[config.mk]
export PLATFORM = sky130hd
export DESIGN_NAME = serial_sub
export DESIGN_NICKNAME = d
export VERILOG_FILES = /design/src/rtl/serial_sub.sv
export SDC_FILE = /design/constraint.sdc
export NUM_CORES = 1
export LEC_CHECK = 0
export CAP_MARGIN = 25
export CORE_ASPECT_RATIO = 1.2
export CORE_MARGIN = 4
export CORE_UTILIZATION = 24
export CTS_BUF_LIST = sky130_fd_sc_hd__clkbuf_4 sky130_fd_sc_hd__clkbuf_8
export DETAILED_ROUTE_END_ITERATION = 8
export PLACE_DENSITY = 0.51
export SLEW_MARGIN = 20
export SYNTH_ARGS = -nofsm -noshare
export SYNTH_HDL_FRONTEND = slang
export SYNTH_SLANG_ARGS = --single-unit
[constraint.sdc]
create_clock -name clk -period 1.9 [get_ports clk]
set_input_delay 0.19 -clock clk [delete_from_list [all_inputs] [get_ports clk]]
set_output_delay 0.19 -clock clk [all_outputs]
set_load 0.02 [all_outputs]
[src/rtl/serial_sub.sv]
// serial_sub: bit-serial subtractor computing (a - b) mod 2^WIDTH, LSB first,
// one bit per clock, using the full-subtractor cell with a registered borrow.
// Handshake: start accepted in IDLE, busy during RUN, one-cycle done pulse.
// Optional feature: define SERIAL_SUB_OVF_EN to add the signed-overflow
// output `ovf` and the two operand sign flip-flops it needs.
module serial_sub #(
  parameter int WIDTH = 8
) (
  input  logic             clk,
  input  logic             rst_n,
  input  logic             start,
  input  logic [WIDTH-1:0] a,
  input  logic [WIDTH-1:0] b,
  output logic             busy,
  output logic             done,
  output logic [WIDTH-1:0] diff,
`ifdef SERIAL_SUB_OVF_EN
  output logic             ovf,
`endif
  output logic             borrow
);

  localparam int CW = (WIDTH > 2) ? $clog2(WIDTH) : 1;

  localparam logic [1:0] S_IDLE = 2'd0;
  localparam logic [1:0] S_RUN  = 2'd1;
  localparam logic [1:0] S_DONE = 2'd2;

  logic [1:0]       state_q, state_d;
  logic [WIDTH-1:0] sa_q, sa_d;
  logic [WIDTH-1:0] sb_q, sb_d;
  logic [WIDTH-1:0] sr_q, sr_d;      // result shift register (internal only)
  logic [WIDTH-1:0] diff_q, diff_d;  // output register, loaded on last bit
  logic [CW-1:0]    cnt_q, cnt_d;
  logic             bq_q, bq_d;
  logic             borrow_q, borrow_d;
`ifdef SERIAL_SUB_OVF_EN
  logic             sign_a_q, sign_a_d;
  logic             sign_b_q, sign_b_d;
  logic             ovf_q, ovf_d;
`endif

  logic x_bit, y_bit, d_bit, bq_next, last_bit;

  // Next-state logic: FSM sequencing plus one full-subtractor step per RUN cycle.
  always_comb begin
    // NOTE: every signal gets a default first so no path leaves it unassigned,
    // which would otherwise infer a latch.
    state_d  = state_q;
    sa_d     = sa_q;
    sb_d     = sb_q;
    sr_d     = sr_q;
    diff_d   = diff_q;
    cnt_d    = cnt_q;
    bq_d     = bq_q;
    borrow_d = borrow_q;
`ifdef SERIAL_SUB_OVF_EN
    sign_a_d = sign_a_q;
    sign_b_d = sign_b_q;
    ovf_d    = ovf_q;
`endif

    x_bit    = sa_q[0];
    y_bit    = sb_q[0];
    d_bit    = x_bit ^ y_bit ^ bq_q;
    bq_next  = (~x_bit & y_bit) | (~(x_bit ^ y_bit) & bq_q);
    last_bit = (cnt_q == CW'(WIDTH - 1));

    case (state_q)
      S_IDLE: begin
        if (start) begin
          state_d = S_RUN;
          sa_d    = a;
          sb_d    = b;
          cnt_d   = '0;
          bq_d    = 1'b0;
`ifdef SERIAL_SUB_OVF_EN
          sign_a_d = a[WIDTH-1];
          sign_b_d = b[WIDTH-1];
`endif
        end
      end
      S_RUN: begin
        sa_d  = sa_q >> 1;
        sb_d  = sb_q >> 1;
        sr_d  = {d_bit, sr_q[WIDTH-1:1]};
        bq_d  = bq_next;
        cnt_d = cnt_q + CW'(1);
        if (last_bit) begin
          state_d  = S_DONE;
          diff_d   = {d_bit, sr_q[WIDTH-1:1]};
          borrow_d = bq_next;
`ifdef SERIAL_SUB_OVF_EN
          ovf_d    = (sign_a_q != sign_b_q) && (d_bit != sign_a_q);
`endif
        end
      end
      S_DONE: begin
        state_d = S_IDLE;
      end
      default: begin
        state_d = S_IDLE;
      end
    endcase
  end

  // State registers with asynchronous active-low reset.
  always_ff @(posedge clk or negedge rst_n) begin
    // NOTE: sequential state uses non-blocking assignments so every flop samples
    // the pre-edge values; all registers here are plain flops, so all are reset.
    if (!rst_n) begin
      state_q  <= S_IDLE;
      sa_q     <= '0;
      sb_q     <= '0;
      sr_q     <= '0;
      diff_q   <= '0;
      cnt_q    <= '0;
      bq_q     <= 1'b0;
      borrow_q <= 1'b0;
`ifdef SERIAL_SUB_OVF_EN
      sign_a_q <= 1'b0;
      sign_b_q <= 1'b0;
      ovf_q    <= 1'b0;
`endif
    end else begin
      state_q  <= state_d;
      sa_q     <= sa_d;
      sb_q     <= sb_d;
      sr_q     <= sr_d;
      diff_q   <= diff_d;
      cnt_q    <= cnt_d;
      bq_q     <= bq_d;
      borrow_q <= borrow_d;
`ifdef SERIAL_SUB_OVF_EN
      sign_a_q <= sign_a_d;
      sign_b_q <= sign_b_d;
      ovf_q    <= ovf_d;
`endif
    end
  end

  assign busy   = (state_q == S_RUN);
  assign done   = (state_q == S_DONE);
  assign diff   = diff_q;
  assign borrow = borrow_q;
`ifdef SERIAL_SUB_OVF_EN
  assign ovf    = ovf_q;
`endif

endmodule

==> key figures <==
Logic synthesis
  • Post-synthesis sequential area ratio: 0.5087
  • Avg Inst Size Synth: approximately 13 µm²
  • Post-synth ARST share: 1.000
  • EDFF count, synth: 0
  • Ys Warns: 0
  • Synth cell types: 29
  • Top FF cell, synth: dfrtp_1
  • Synthesized instance count: 140
  • Synthesis-stage register bit count: 38
  • Syn Nets: between 150 and 200
  • Mapped Area: approximately 1900 µm²

Floorplan
  • Placement Rows: 35
  • Die Area: a little over 9000 µm²
  • Chip Height: ~100 µm
  • Starting Density: 0.2453
  • Chip Width: between 80 and 90 µm
  • Ports: 30
  • Core ar.: 7620 µm²

Clock network
  • Hold_buf cts: 1
  • Reg clk slew, reported paths: roughly 80 ps
  • H-tree depth: 2
  • Clock Latency Late Sink: 280 ps
  • Root buf cell: clkbuf_8
  • TritonCTS clock tree: done
  • Clk buf depth: 2
  • Postcts setup bufs: 0
  • Clock buffer count from CTS: 5
  • Post-CTS resize count: 0
  • CTS sink count: 38

Timing
  • Final setup vio count: 0
  • Worst setup margin: approximately 160 ps
  • Hold WS: between 300 and 400 ps
  • Final Cycle Share: 0.9169
  • F_max: ~570 MHz
  • Fin. Hold Viols: 0
  • Layout Skew: about 3.3 ps
  • Max-slew headroom: 0.6661
  • Unrepaired setup endpoints after global routing: no
  • Slew Limit Fails: 0
  • Final min period: 1742 ps
  • Post-Route Setup TNS: 0 ps
  • Least-Margin Pin Slew: between 500 and 600 ps

Cells and area
  • Post-route cell area: roughly 2400 µm²
  • Most common cell after layout, fill and taps aside: dfrtp_1
  • Final nets: slightly below 200
  • Inserted Diodes: 0
  • Layout cells sized above 1: 0.2139
  • Area grow syn2layout: 29.05%
  • Post-route core utilization: 0.3166
  • Most frequent cells in the layout: 38 x dfrtp_1, 28 x clkdlybuf4s50_1, 15 x inv_1, 15 x mux2_1, 13 x nor3b_1

Worst setup path
  • Register-to-Register Setup Slack: between 300 and 400 ps
  • Critical path launch point type: register
  • CP Max Fanout: 4
  • CP arrival: around 1600 ps
  • R2R depth: 5
  • FF-to-FF Start: cnt_q[0]
  • Critical Path RT: 1710 ps
  • Setup CP Type: register to primary output
  • Worst r2r dst: diff[5]
  • Worst setup EP type: primary output

Detailed routing
  • DRT antenna net count: 0
  • DR WL/cell: roughly 14 µm
  • Routed WL: approximately 3.8 mm
  • TritonRoute pass-1 iters: 4
  • Initial DRC count: just over 50
  • Via Count: ~1200
  • DR vias/cell: ~4.4
  • Post-route DRC: 0

Global routing
  • Number of global-route vias before repair: 1260
  • First-pass GRT wire length: around 6.5 mm
  • Largest net degree at the start of global routing: 34
  • Total track usage: 0.09195
  • Initial antenna violation count: 0
  • GR Overflow Total: 0

Placed design
  • PortBufs: 29
  • DP HPWL: 2.703 mm
  • Placed Area: 2260 µm²
  • RePlAce Congestion: roughly 0.63
  • Placement Setup Slack: 220.0 ps

Power
  • Peak VDD IR: 0.8350 mV
  • Leak: roughly 1 nW
  • Power Density: approximately 1600 nW/µm²

Flow run
  • Max-Cap Viols: 0

Outcome
  • Status: completed

Worst hold path
  • Hold WC Path Type: input pin to async pin
worst max-delay path by stage:
| stage | from | to | cells past startpoint |
|---|---|---|---|
| 5_1_grt | state_q[1] | busy | 3 |
| 6_report | state_q[1] | busy | 3 |
| 4_1_cts | state_q[1] | busy | 3 |
| 3_3_place_gp | start | sb_q[1] | 4 |
| 2_1_floorplan | cnt_q[0] | diff[0] | 5 |
| 3_5_place_dp | start | sa_q[6] | 4 |
logic make-up (layout without fill, tap and decap cells):
| group | count (synthesis) | in the layout | share of synthesized area |
|---|---|---|---|
| fa+ha+maj | 3 | 3 | 0.02409 |
| flops | 38 | 38 | 0.5087 |
| simple gates | 32 | 32 | 0.1606 |
| mux | 17 | 17 | 0.1011 |
| compound gates | 22 | 22 | 0.1265 |
| buf+inv | 28 | 61 | 0.07898 |
power by group:
| part | leakage, nW | switching [mW] | internal (mW) | total [mW] |
|---|---|---|---|---|
| Clock | 0.0714 | 0.286 | 0.560 | 0.846 |
| Sequential | 0.456 | 0.209 | 1.20 | 1.41 |
| Combinational | 0.483 | 0.757 | 0.805 | 1.56 |
| Total | 1.01 | 1.25 | 2.56 | 3.82 |
layer usage:
layer	track usage	routed length, µm
met5	0	0
met4	0.03888	46
met3	0.02445	156
met2	0.1503	1934
met1	0.1120	1687
flip-flops by register name, summed over array words and instances (netlist names):
| register | count |
|---|---|
| cnt_q | 3 |
| borrow | 1 |
| sb_q | 8 |
| bq_q | 1 |
| diff | 8 |
| state_q | 2 |
| sa_q | 8 |
| sr_q | 7 |
synthesized netlist by cell type, drive strengths merged, types with 2 or more instances:
| cell type | count | share of area |
|---|---|---|
| nor4b | 12 | 0.076 |
| nor4bb | 2 | 0.011 |
| a22o | 2 | 0.0094 |
| nor3b | 13 | 0.052 |
| mux2 | 15 | 0.090 |
| ha | 2 | 0.013 |
| dfrtp | 38 | 0.51 |
| o221a | 2 | 0.012 |
| inv | 16 | 0.032 |
| or4b | 2 | 0.011 |
| mux2i | 2 | 0.011 |
| a211oi | 12 | 0.075 |
| buf | 11 | 0.045 |
layout make-up:
class                   count  area [µm²]
clock inverters             2       60.06
fillers                   777        5207
clock buffers               6       82.58
inverters                  16       60.06
well taps                  92       115.1
repair buffers             37       372.9
flip-flops and latches     38       950.9
multi-input cells          74       770.7
per-stage QoR:
stage / total power [mW] / cells
floorplan: 2.523 / 140
global placement: 2.993 / 256
detailed placement: 3.037 / 256
CTS: 3.896 / 265
global route: 4.115 / 265
finish: 3.817 / 265
worst max-delay path, cell delays in order (launching register included):
cell	delay (ps)
dfrtp_1	390
nand2b_1	170
inv_2	100
clkdlybuf4s50_1	610
Note: power is estimated with default switching activity, not from simulation.
